$ cat config.mk
export PLATFORM = sky130hd
export DESIGN_NAME = l1_line_bridge
export DESIGN_NICKNAME = d
export VERILOG_FILES = /design/src/rtl/l1_line_bridge.sv
export SDC_FILE = /design/constraint.sdc
export NUM_CORES = 1
export LEC_CHECK = 0
export ABC_AREA = 1
export CELL_PAD_IN_SITES_DETAIL_PLACEMENT = 1
export CELL_PAD_IN_SITES_GLOBAL_PLACEMENT = 1
export CORE_AREA = 2 2 364 366
export DETAILED_ROUTE_END_ITERATION = 12
export DIE_AREA = 0 0 366 368
export DONT_BUFFER_PORTS = 1
export HOLD_SLACK_MARGIN = 0.05
export PLACE_DENSITY_LB_ADDON = 0.1
export SYNTH_ARGS = -nofsm -noshare
export SYNTH_HDL_FRONTEND = slang
export SYNTH_SLANG_ARGS = --single-unit
$ cat constraint.sdc
create_clock -name sys_clk -period 4.8 [get_ports sys_clk]
set_clock_uncertainty 0.05 [all_clocks]
set_input_delay 0.96 -clock sys_clk [delete_from_list [all_inputs] [get_ports sys_clk]]
set_output_delay 0.96 -clock sys_clk [all_outputs]
set_load 0.02 [all_outputs]
$ cat src/rtl/l1_line_bridge.sv
// L1 line bridge: splits one cache line into memory beats over a req/ack port, and sends
// MMIO-range addresses to a 32-bit MMIO port that gives up after a fixed number of cycles.
module l1_line_bridge #(
  parameter int unsigned           LINE_WIDTH   = 256,
  parameter int unsigned           MEM_WIDTH    = 128,
  parameter int unsigned           ADDR_WIDTH   = 32,
  parameter logic [ADDR_WIDTH-1:0] MMIO_MASK    = 32'hFFFF_0000,
  parameter logic [ADDR_WIDTH-1:0] MMIO_MATCH   = 32'hFFFF_0000,
  parameter int unsigned           MMIO_TIMEOUT = 255
) (
  input  logic                  sys_clk,
  input  logic                  rst_n,
  input  logic                  l1_req_read,
  input  logic                  l1_req_write,
  input  logic [ADDR_WIDTH-1:0] l1_req_addr,
  input  logic [LINE_WIDTH-1:0] l1_write_data,
  output logic                  l1_read_done,
  output logic                  l1_write_done,
  output logic                  l1_error,
  output logic [LINE_WIDTH-1:0] l1_read_data,
  output logic                  mem_req,
  output logic                  mem_we,
  output logic [ADDR_WIDTH-1:0] mem_addr,
  output logic [MEM_WIDTH-1:0]  mem_wdata,
  input  logic                  mem_ack,
  input  logic [MEM_WIDTH-1:0]  mem_rdata,
  output logic                  mmio_read,
  output logic                  mmio_write,
  output logic [31:0]           mmio_addr,
  output logic [31:0]           mmio_write_data,
  input  logic                  mmio_done,
  input  logic [31:0]           mmio_read_data
);

  localparam int unsigned BEATS = LINE_WIDTH / MEM_WIDTH;
  localparam int unsigned OFF   = $clog2(LINE_WIDTH / 8);
  localparam int unsigned BIDX  = $clog2(BEATS);
  localparam int unsigned BIW   = (BIDX > 0) ? BIDX : 1;
  localparam int unsigned LW    = $clog2(LINE_WIDTH);

  localparam logic [BIW-1:0] LastBeat   = BIW'(BEATS - 1);
  localparam logic [7:0]     TimeoutCnt = 8'(MMIO_TIMEOUT);

  typedef enum logic [2:0] {StIdle, StMem, StMmio, StDone, StRelease} state_e;

  state_e                state_q, state_d;
  logic                  we_q, we_d;
  logic                  err_q, err_d;
  logic [ADDR_WIDTH-1:0] addr_q, addr_d;
  logic [LINE_WIDTH-1:0] line_q, line_d;
  logic [LINE_WIDTH-1:0] rdata_q, rdata_d;
  logic [BIW-1:0]        beat_q, beat_d;
  logic [7:0]            cnt_q, cnt_d;
  logic                  rd_done_q, rd_done_d;
  logic                  wr_done_q, wr_done_d;
  logic                  error_q, error_d;

  logic                  is_mmio;
  logic [LW-1:0]         beat_base;
  logic [ADDR_WIDTH-1:0] line_addr;

  assign is_mmio   = (l1_req_addr & MMIO_MASK) == MMIO_MATCH;
  assign beat_base = LW'(beat_q * MEM_WIDTH);
  assign line_addr = {addr_q[ADDR_WIDTH-1:OFF], {OFF{1'b0}}};

  always_comb begin
    state_d = state_q;
    we_d    = we_q;
    err_d   = err_q;
    addr_d  = addr_q;
    line_d  = line_q;
    rdata_d = rdata_q;
    beat_d  = beat_q;
    cnt_d   = cnt_q;
    unique case (state_q)
      StIdle: begin
        if (l1_req_read || l1_req_write) begin
          we_d    = ~l1_req_read;
          addr_d  = l1_req_addr;
          line_d  = l1_write_data;
          beat_d  = '0;
          cnt_d   = '0;
          err_d   = 1'b0;
          state_d = is_mmio ? StMmio : StMem;
        end
      end
      StMem: begin
        if (mem_ack) begin
          if (!we_q) rdata_d[beat_base +: MEM_WIDTH] = mem_rdata;
          beat_d = beat_q + 1'b1;
          if (beat_q == LastBeat) state_d = StDone;
        end
      end
      StMmio: begin
        // A late mmio_done in the timeout cycle still wins over the error.
        if (mmio_done) begin
          if (!we_q) rdata_d = LINE_WIDTH'(mmio_read_data);
          state_d = StDone;
        end else if (cnt_q == TimeoutCnt) begin
          err_d   = 1'b1;
          rdata_d = '0;
          state_d = StDone;
        end else begin
          cnt_d = cnt_q + 8'd1;
        end
      end
      StDone: state_d = StRelease;
      StRelease: begin
        if (!l1_req_read && !l1_req_write) state_d = StIdle;
      end
      default: state_d = StIdle;
    endcase

    // Completion flops line up exactly with the single DONE cycle.
    rd_done_d = (state_d == StDone) && !we_d;
    wr_done_d = (state_d == StDone) && we_d;
    error_d   = (state_d == StDone) && err_d;
  end

  always_ff @(posedge sys_clk or negedge rst_n) begin
    if (!rst_n) begin
      state_q   <= StIdle;
      we_q      <= 1'b0;
      err_q     <= 1'b0;
      addr_q    <= '0;
      line_q    <= '0;
      rdata_q   <= '0;
      beat_q    <= '0;
      cnt_q     <= '0;
      rd_done_q <= 1'b0;
      wr_done_q <= 1'b0;
      error_q   <= 1'b0;
    end else begin
      state_q   <= state_d;
      we_q      <= we_d;
      err_q     <= err_d;
      addr_q    <= addr_d;
      line_q    <= line_d;
      rdata_q   <= rdata_d;
      beat_q    <= beat_d;
      cnt_q     <= cnt_d;
      rd_done_q <= rd_done_d;
      wr_done_q <= wr_done_d;
      error_q   <= error_d;
    end
  end

  assign l1_read_done    = rd_done_q;
  assign l1_write_done   = wr_done_q;
  assign l1_error        = error_q;
  assign l1_read_data    = rdata_q;

  assign mem_req         = (state_q == StMem);
  assign mem_we          = (state_q == StMem) && we_q;
  assign mem_addr        = line_addr | ADDR_WIDTH'(beat_q * (MEM_WIDTH / 8));
  assign mem_wdata       = line_q[beat_base +: MEM_WIDTH];

  assign mmio_read       = (state_q == StMmio) && !we_q;
  assign mmio_write      = (state_q == StMmio) && we_q;
  assign mmio_addr       = 32'(addr_q) & 32'hFFFF_FFFC;
  assign mmio_write_data = line_q[31:0];

endmodule

==> results of run 1 <==
[state kept, by name, indices dropped and copies added (netlist names), 3 cells and up]
signal,flops
l1_read_data,256
line_q,256
addr_q,30
cnt_q,8
state_q,3
[worst reg2reg max path, delay by kind of cell (launching register included)]
kind | cells | cell delay, ns
buf+inv | 4 | 1.80
flops | 1 | 0.67
simple gates | 3 | 0.67
[cells in the final DEF (no fill, tap or decap), types with 5 or more instances in the layout]
cell          n
nand4_1     259
o21ai_0       5
clkinv_2     11
buf_4        18
nand2_1    1827
clkbuf_16    78
buf_12       10
clkbuf_8     14
nand3_1      68
nor2_1       29
clkbuf_1     22
inv_1        21
dfrtp_1     558
conb_1        6
[routing by layer]
layer / GRT usage / part of all wire / up-vias / wire [um]
met2: 0.280 / 0.49 / 701 / 54700
li1: - / - / 9339 / -
met5: 0 / 0.0020 / - / 225
met4: 0.0351 / 0.019 / 34 / 2110
met3: 0.0915 / 0.12 / 141 / 13300
met1: 0.175 / 0.37 / 10100 / 41900
[cell type report]
| cell class | count | share of cell area |
|---|---|---|
| flip-flops and latches | 559 | 0.495 |
| multi-input cells | 2220 | 0.326 |
| clock buffers | 114 | 0.0787 |
| well taps | 1755 | 0.0776 |
| repair buffers | 28 | 0.0119 |
| clock inverters | 18 | 0.00646 |
| inverters | 27 | 0.00416 |
| diodes | 2 | 0.000177 |
[metrics by stage]
stage	total power [mW]	instance area [sq um]
after detailed placement	20.8	25900
after floorplan	17.4	24700
after global routing	28.1	28300
after CTS	26.7	28300
final	25.9	28300
after global placement	20.6	25900
[power groups by stage]
stage	Combinational [mW]	Sequential, mW	Clock, mW
2_1_floorplan	8.00	9.39	0
3_3_place_gp	9.93	10.6	0
3_5_place_dp	10.2	10.7	0
4_1_cts	10.2	10.6	5.88
5_1_grt	11.2	10.9	6.05
6_report	9.80	10.5	5.60
[how the worst max path moves through the flow]
stage,endpoint,cells past startpoint,slack (ns)
6_report,mem_wdata[106],3,0.96
5_1_grt,mem_wdata[106],3,0.83
4_1_cts,mem_wdata[106],3,0.81
3_5_place_dp,l1_read_data[69],7,1.39
3_3_place_gp,l1_read_data[69],7,1.42
2_1_floorplan,mem_wdata[102],6,2.40
[logic make-up (layout without fill, tap and decap cells)]
group / after synthesis / in the layout
DFF: 559 / 559
other: 1 / 8
buffers and inverters: 311 / 187
and+or+nand+nor: 2196 / 2196
xor gates and xnor gates: 5 / 5
AOI/OAI and AO/OA: 12 / 12
adders and majority gates: 1 / 1
==> results.yml, run 1 <==
setup_path:
  worstPathArrival_ns: 2.83
  r2r_setup_slack_ns: 1.54
  reg2reg_depth: 7
  crit_path_max_incr_delay_ns: 0.72
  crit_required_ns: 3.79
  crit_top_cell: "nand2_1"
  worstSetupEndpointType: "output pin"
  r2r_end: "l1_read_data[39]"
  critPathLaunchType: "flip-flop"
  timing.rr.start: "beat_q"
  cp_num_buf_inv: 1
  startpoint: "beat_q"
  crit_chain: "buf_12 > nand2_1 > nand2_1"
  slowest_stage: "dfrtp_4"
  crit_fanout: 118
  crit_type: "flip-flop to output pin"
  path_delay_family: "flip-flops"
final_layout:
  layout-drive-gt1-share: 0.0533
  multi_input_area_sq_um: 9230
  instances_no_fill: 4723
  seqCellArea_sq_um: 14000
  nFillCells: 15600
  syn_to_final_growth_pct: 14.4
  final_util: 0.216
  layout.nets: 3368
cts:
  cts.reportedPaths.clkPinSlew_ns: 0.06
  htreeDepth: 3
  cts_inserted_buffers: 77
  cts_resized: 0
  clock-sinks: 559
  cts_buffer_depth: 3
  cts_root_buf: "clkbuf_16"
  clock_latency_ns: 0.65
  post_cts_buffers: 0
  cts_tree: "yes"
synthesis:
  yosys.area_share.simple: 0.365
  synthMuxAreaShare: 0
  netlist_instances: 3085
  syn-cell-area_sq_um: 24700
  synthTopCellsByCount: "1828 x nand2_1, 559 x dfrtp_1, 259 x nand4_1, 111 x buf_2, 87 x clkbuf_1"
  ys_async_sr_fraction: 1.00
  syn_avg_cell_area_sq_um: 8.01
  netlist.area_leader.share: 0.566
  synth_edf_count: 0
  synth-seq-area-share: 0.566
  synth_most_common_cell: "nand2_1"
  synth_warnings: 0
  synthAdderAreaFrac: 0.000506
  synth_compound_area_frac: 0.00299
  synth_ff_type: "dfrtp_1"
  ys_types: 30
  synth_area_leaders: "dfrtp_1 57%, nand2_1 28%, nand4_1 6.6%"
  synth_xor_area_frac: 0.00177
  synth_top_cell_by_area: "dfrtp_1"
  ys_ff_latch: 559
  synth_top_family_by_area: "simple AND/OR/NAND/NOR gates"
floorplanning:
  die-height_um: 368
  die_x_um: 366
  die-area_sq_um: 135000
  boundaryPins: 941
  coreArea_sq_um: 131000
  initial_core_util: 0.189
  rows: 133
pwr:
  pwr-share-clk: 0.216
  seq_power_share: 0.406
  combPwrFrac: 0.378
  power.switching_mw: 13.4
  swShare: 0.516
  leakage_nw: 14.6
  power_density_nw_per_um2: 917
  internal-power_mw: 12.5
  peakVddDrop_mv: 0.507
sta:
  worst_pin_slew_ns: 2.14
  setup_viol: 0
  finalSetupTns_ns: 0
  fmax_ghz: 0.260
  relSlewSlack: -0.424
  grt_setup_unrepaired: "false"
  finalHoldViolations: 16
  setup_ws_ns: 0.959
  finalMaxSlewViolations: 175
  worst_hold_slack_ns: -0.0553
  fin_crit_sh: 0.800
  fin_crit_ns: 3.84
status:
  violations: "negative hold slack, max-slew violations"
  status: "complete, but fails checks"
hold_path:
  hp-class: "primary input to asynchronous set/reset pin"
placement:
  dp_slack_ns: 1.39
  globalplace.congestion: 0.823
  port_buffers: 0
  dp_cells: 4589
  dp_hpwl_um: 77200
grt:
  grt_pass1_vias: 21700
  grt_max_degree: 560
  antenna_found_initial: 20
  overflow: 0
  grt_pass1_wl_um: 163000
  grt_use_total: 0.164
routing:
  finalWirelength_um: 112000
  wl_per_cell_um: 23.8
  dr.pass1.iters: 5
  vias_per_cell: 4.30
  drc: 0
  num_vias: 20300
  drt.antenna.violating_nets: 0
  drt_iter0_drc: 890
flow_run:
  drv_cap: 0
No activity file was read; power rests on OpenSTA's default activity.
==> inputs of run 2 (changes only) <==
--- a/config.mk
+++ b/config.mk
@@ -8,9 +8,9 @@
 export ABC_AREA = 1
 export CELL_PAD_IN_SITES_DETAIL_PLACEMENT = 1
 export CELL_PAD_IN_SITES_GLOBAL_PLACEMENT = 1
-export CORE_AREA = 2 2 364 366
+export CORE_AREA = 2 2 369 371
 export DETAILED_ROUTE_END_ITERATION = 12
-export DIE_AREA = 0 0 366 368
+export DIE_AREA = 0 0 371 373
 export DONT_BUFFER_PORTS = 1
 export HOLD_SLACK_MARGIN = 0.05
 export PLACE_DENSITY_LB_ADDON = 0.1
==> constraint.sdc (replaced) <==
create_clock -name sys_clk -period 3.66 [get_ports sys_clk]
set_clock_uncertainty 0.05 [all_clocks]
set_input_delay 0.732 -clock sys_clk [delete_from_list [all_inputs] [get_ports sys_clk]]
set_output_delay 0.732 -clock sys_clk [all_outputs]
set_load 0.02 [all_outputs]
==> run 2 against run 1 <==
Compared with the run above:
- the flow still finishes with violations (negative hold slack, max-slew violations)
- first-iteration DRC count grew 20%
- sequential share of layout area down 0.73 points
- via count increased by 1.0%
- design area rose by 1.5%
- critical endpoint is now mem_wdata[55]
- cell count up 1.4%
- flip-flop and latch count unchanged
- largest power group unchanged
==> results.yml, run 2 (synthesis results as in run 1) <==
status:
  status: "complete, but fails checks"
  violations: "negative hold slack, max-slew violations"
setup_path:
  timing.rr.start: "cnt_q[0]"
  critPathLaunchType: "flip-flop"
  r2r_setup_slack_ns: 0.92
  path_delay_family: "buffers and inverters"
  crit_fanout: 88
  crit_type: "flip-flop to output pin"
  r2r_end: "l1_read_data[162]"
  crit_chain: "buf_12 > buf_4 > nand2_1 > nand2_1"
  crit_required_ns: 2.88
  worstSetupEndpointType: "output pin"
  crit_path_max_incr_delay_ns: 0.45
  slowest_stage: "dfrtp_4"
  worstPathArrival_ns: 2.53
  cp_num_buf_inv: 2
  reg2reg_depth: 9
  crit_top_cell: "nand2_1"
sta:
  finalSetupTns_ns: 0
  worst_pin_slew_ns: 2.32
  finalMaxSlewViolations: 254
  finalHoldViolations: 295
  grt_setup_unrepaired: "false"
  fin_crit_sh: 0.905
  setup_viol: 0
  setup_ws_ns: 0.346
  fin_crit_ns: 3.31
  worst_hold_slack_ns: -0.284
  fmax_ghz: 0.302
  relSlewSlack: -0.544
routing:
  finalWirelength_um: 114000
  drt_iter0_drc: 1068
  dr.pass1.iters: 5
  drt.antenna.violating_nets: 0
  wl_per_cell_um: 23.8
  num_vias: 20500
  vias_per_cell: 4.28
  drc: 0
pwr:
  internal-power_mw: 16.8
  peakVddDrop_mv: 0.587
  swShare: 0.516
  pwr-share-clk: 0.217
  power.switching_mw: 17.9
  seq_power_share: 0.398
  leakage_nw: 14.8
  power_density_nw_per_um2: 1210
  combPwrFrac: 0.385
cts:
  clock-sinks: 559
  cts.reportedPaths.clkPinSlew_ns: 0.06
  cts_root_buf: "clkbuf_16"
  cts_buffer_depth: 3
  cts_resized: 0
  clock_latency_ns: 0.67
  cts_tree: "yes"
  cts_inserted_buffers: 75
  htreeDepth: 3
  post_cts_buffers: 0
grt:
  grt_pass1_wl_um: 164000
  grt_use_total: 0.161
  grt_max_degree: 560
  antenna_found_initial: 24
  overflow: 0
  grt_pass1_vias: 21900
final_layout:
  final_cell_mix: "1827 x nand2_1, 558 x dfrtp_1, 259 x nand4_1"
  layout.nets: 3393
  nFillCells: 15900
  final_common_cell: "nand2_1"
  layout-drive-gt1-share: 0.0637
  syn_to_final_growth_pct: 16.2
floorplanning:
  die_x_um: 371
  die-area_sq_um: 138000
  die-height_um: 373
  boundaryPins: 941
  initial_core_util: 0.184
  rows: 135
  coreArea_sq_um: 135000
placement:
  globalplace.congestion: 0.825
  dp_hpwl_um: 80200
  port_buffers: 0
  dp_slack_ns: 0.820
flow_run:
  drv_cap: 0
hold_path:
  hp-class: "primary input to asynchronous set/reset pin"
run 2: per-layer routing:
| layer | track usage | up-vias | part of all wire |
|---|---|---|---|
| met5 | 0 | - | 0.0011 |
| met4 | 0.0467 | 20 | 0.021 |
| met3 | 0.0914 | 132 | 0.13 |
| met2 | 0.270 | 729 | 0.48 |
| met1 | 0.170 | 10200 | 0.36 |
| li1 | - | 9423 | - |
run 2: worst max path at each step:
stage,cells after the start,startpoint,slack [ns],end
2_1_floorplan,6,beat_q,1.49,mem_wdata[102]
5_1_grt,4,beat_q,0.19,mem_wdata[28]
6_report,4,beat_q,0.35,mem_wdata[55]
4_1_cts,4,beat_q,0.29,mem_wdata[97]
3_5_place_dp,7,mmio_done,0.82,l1_read_data[131]
3_3_place_gp,7,mmio_done,0.89,l1_read_data[186]
run 2: power by group through the flow:
stage                     sequential, mW  clock (mW)  combinational (mW)
after floorplan                     12.3           0                10.5
after global placement              14.0           0                13.5
after detailed placement            14.0           0                13.9
after CTS                           13.9        7.91                13.9
after global routing                14.2        8.10                15.2
final                               13.8        7.54                13.4
run 2: per-stage QoR:
step	area (sq um)	power (mW)	util	hold slack (ns)	instances
after global routing	28700	37.6	0.213	-0.345	4785
after floorplan	24700	22.8	-	0.386	3090
after global placement	26200	27.5	0.195	0.403	4642
after detailed placement	26200	27.9	0.195	0.400	4642
final	28700	34.8	0.213	-0.284	4790
after CTS	28700	35.7	0.213	-0.360	4779
run 2: final cells by class:
class | count | area [sq um] | area share
Antenna cell | 11 | 27.5 | 0.000959
Clock buffer | 111 | 2170 | 0.0757
Clock inverter | 26 | 317 | 0.0110
Inverter | 27 | 118 | 0.00410
Multi-Input combinational cell | 2220 | 9230 | 0.321
Sequential cell | 559 | 14000 | 0.487
Tap cell | 1781 | 2230 | 0.0776
Timing Repair Buffer | 55 | 626 | 0.0218
==> inputs of run 3 (changes only) <==
--- a/config.mk
+++ b/config.mk
@@ -8,10 +8,9 @@
 export ABC_AREA = 1
 export CELL_PAD_IN_SITES_DETAIL_PLACEMENT = 1
 export CELL_PAD_IN_SITES_GLOBAL_PLACEMENT = 1
-export CORE_AREA = 2 2 369 371
+export CORE_AREA = 2 2 366 368
 export DETAILED_ROUTE_END_ITERATION = 12
-export DIE_AREA = 0 0 371 373
-export DONT_BUFFER_PORTS = 1
+export DIE_AREA = 0 0 368 370
 export HOLD_SLACK_MARGIN = 0.05
 export PLACE_DENSITY_LB_ADDON = 0.1
 export SYNTH_ARGS = -nofsm -noshare
==> run 3 against run 2 <==
Compared with the run above:
- the flow now finishes without violations
- register-to-register slack better by 0.18 ns
- global-route usage is 2.2 points higher
- first-iteration DRC count is 16% higher
- wire length is 12% higher
- worst hold slack better by 0.70 ns
- clock-buffer cell count is 10 higher
- design area is 34% higher
- sequential share of layout area is 12 points lower
- flip-flop and latch count stayed put
- core utilization is 7.6 points higher
- cell count is 20% higher
- largest power group is now combinational cells
==> results.yml, run 3 (synthesis results as in run 1) <==
status:
  status: "finished, final reports clean"
routing:
  wl_per_cell_um: 22.2
  drt.antenna.violating_nets: 0
  finalWirelength_um: 127000
  drt_iter0_drc: 1239
  dr.pass1.iters: 4
  drc: 0
  vias_per_cell: 4.14
  num_vias: 23800
final_layout:
  syn_to_final_growth_pct: 55.1
  final_cell_mix: "1827 x nand2_1, 929 x clkdlybuf4s50_1, 558 x dfrtp_1"
  final_common_cell: "nand2_1"
  layout-drive-gt1-share: 0.0530
  layout.nets: 4346
  nFillCells: 15600
cts:
  cts_tree: "yes"
  cts.reportedPaths.clkPinSlew_ns: 0.05
  htreeDepth: 3
  clock_latency_ns: 0.66
  clock-sinks: 559
  cts_inserted_buffers: 77
  cts_root_buf: "clkbuf_16"
  cts_buffer_depth: 3
placement:
  dp_slack_ns: 0.645
  globalplace.congestion: 0.794
  dp_hpwl_um: 90300
  port_buffers: 932
grt:
  grt_pass1_wl_um: 183000
  antenna_found_initial: 58
  overflow: 0
  grt_max_degree: 135
  grt_pass1_vias: 24900
  grt_use_total: 0.183
sta:
  worst_pin_slew_ns: 0.778
  finalSetupTns_ns: 0
  grt_setup_unrepaired: "false"
  setup_ws_ns: 0.225
  setup_viol: 0
  fin_crit_sh: 0.938
  finalMaxSlewViolations: 0
  fmax_ghz: 0.291
  relSlewSlack: 0.481
  fin_crit_ns: 3.43
  finalHoldViolations: 0
floorplanning:
  initial_core_util: 0.187
  die_x_um: 368
  die-height_um: 370
  die-area_sq_um: 136000
  coreArea_sq_um: 132000
  rows: 134
  boundaryPins: 941
pwr:
  power_density_nw_per_um2: 1070
  peakVddDrop_mv: 0.760
  totalPowerFinal_mw: 40.9
  leakage_nw: 18.6
setup_path:
  startpoint: "beat_q"
  worstPathArrival_ns: 2.65
  critPathLaunchType: "flip-flop"
  worstSetupEndpointType: "output pin"
  crit_type: "flip-flop to output pin"
  crit_required_ns: 2.88
  timing.rr.start: "beat_q"
  crit_fanout: 46
hold_path:
  hold_start: "l1_read_data[102]"
  hp-class: "flip-flop to flip-flop"
flow_run:
  drv_cap: 0
==> run 3: cell count changes in the layout (fill, tap and decap cells not counted), sizes merged, moves of 4 or more <==
cell	previous run	this run
clkdlybuf4s50	0	929
buf	55	73
clkbuf	111	122
clkinv	19	8
diode	11	17
bufinv	4	0
==> run 3: report_power, final <==
group / internal (mW) / switching, mW
clock: 4.44 / 3.12
sequential: 9.16 / 1.68
combinational: 8.22 / 14.3
==> run 3: area by class of cell <==
type | instances | area [sq um] | area share
Antenna cell | 17 | 42.5 | 0.00111
Clock buffer | 121 | 2360 | 0.0617
Clock inverter | 12 | 135 | 0.00352
Inverter | 27 | 118 | 0.00307
Multi-Input combinational cell | 2220 | 9230 | 0.241
Sequential cell | 559 | 14000 | 0.365
Tap cell | 1768 | 2210 | 0.0577
Timing Repair Buffer | 1006 | 10200 | 0.267
==> run 3: worst max-delay path, stage by stage (launching register included) <==
cell and delay [ns]:
dfrtp_4 0.53, inv_6 0.25, buf_12 0.29, nand2_1 0.09
nand2_1 0.06, clkdlybuf4s50_1 0.72
==> run 3: worst paths after layout <==
kind	to	slack, ns	cells after the start
min reg2reg	l1_read_data[102]	0.42	2
max in group asynchronous	l1_read_data[167]	1.80	3
max	mem_wdata[93]	0.23	5
min	l1_read_data[102]	0.42	2
min in group asynchronous	line_q[185]	0.56	2
max reg2reg	l1_read_data[72]	1.10	7
==> run 3: per-layer routing <==
layer / GRT usage / vias up / share of wire
li1: - / 11300 / -
met1: 0.216 / 11400 / 0.41
met2: 0.293 / 752 / 0.46
met3: 0.0847 / 203 / 0.10
met4: 0.0568 / 78 / 0.023
met5: 0 / - / 0.0039
==> run 3: timing repair <==
item | in CTS | in global routing
gates cloned | 1 | 1
hold buffers | 1 | 0
hold endpoints to repair | 35 | 0
setup buffers | 3 | 0
resized for setup | 2 | 1
setup endpoints to repair | 15 | 4
==> run 3: through the flow <==
step / instances / utilization / cell area [sq um] / hold slack (ns)
after floorplan: 3090 / - / 24700 / 0.386
after global placement: 5574 / 0.269 / 35700 / 0.403
after detailed placement: 5574 / 0.269 / 35700 / 0.407
after CTS: 5712 / 0.289 / 38300 / 0.421
after global routing: 5723 / 0.289 / 38300 / 0.436
final: 5730 / 0.289 / 38300 / 0.416
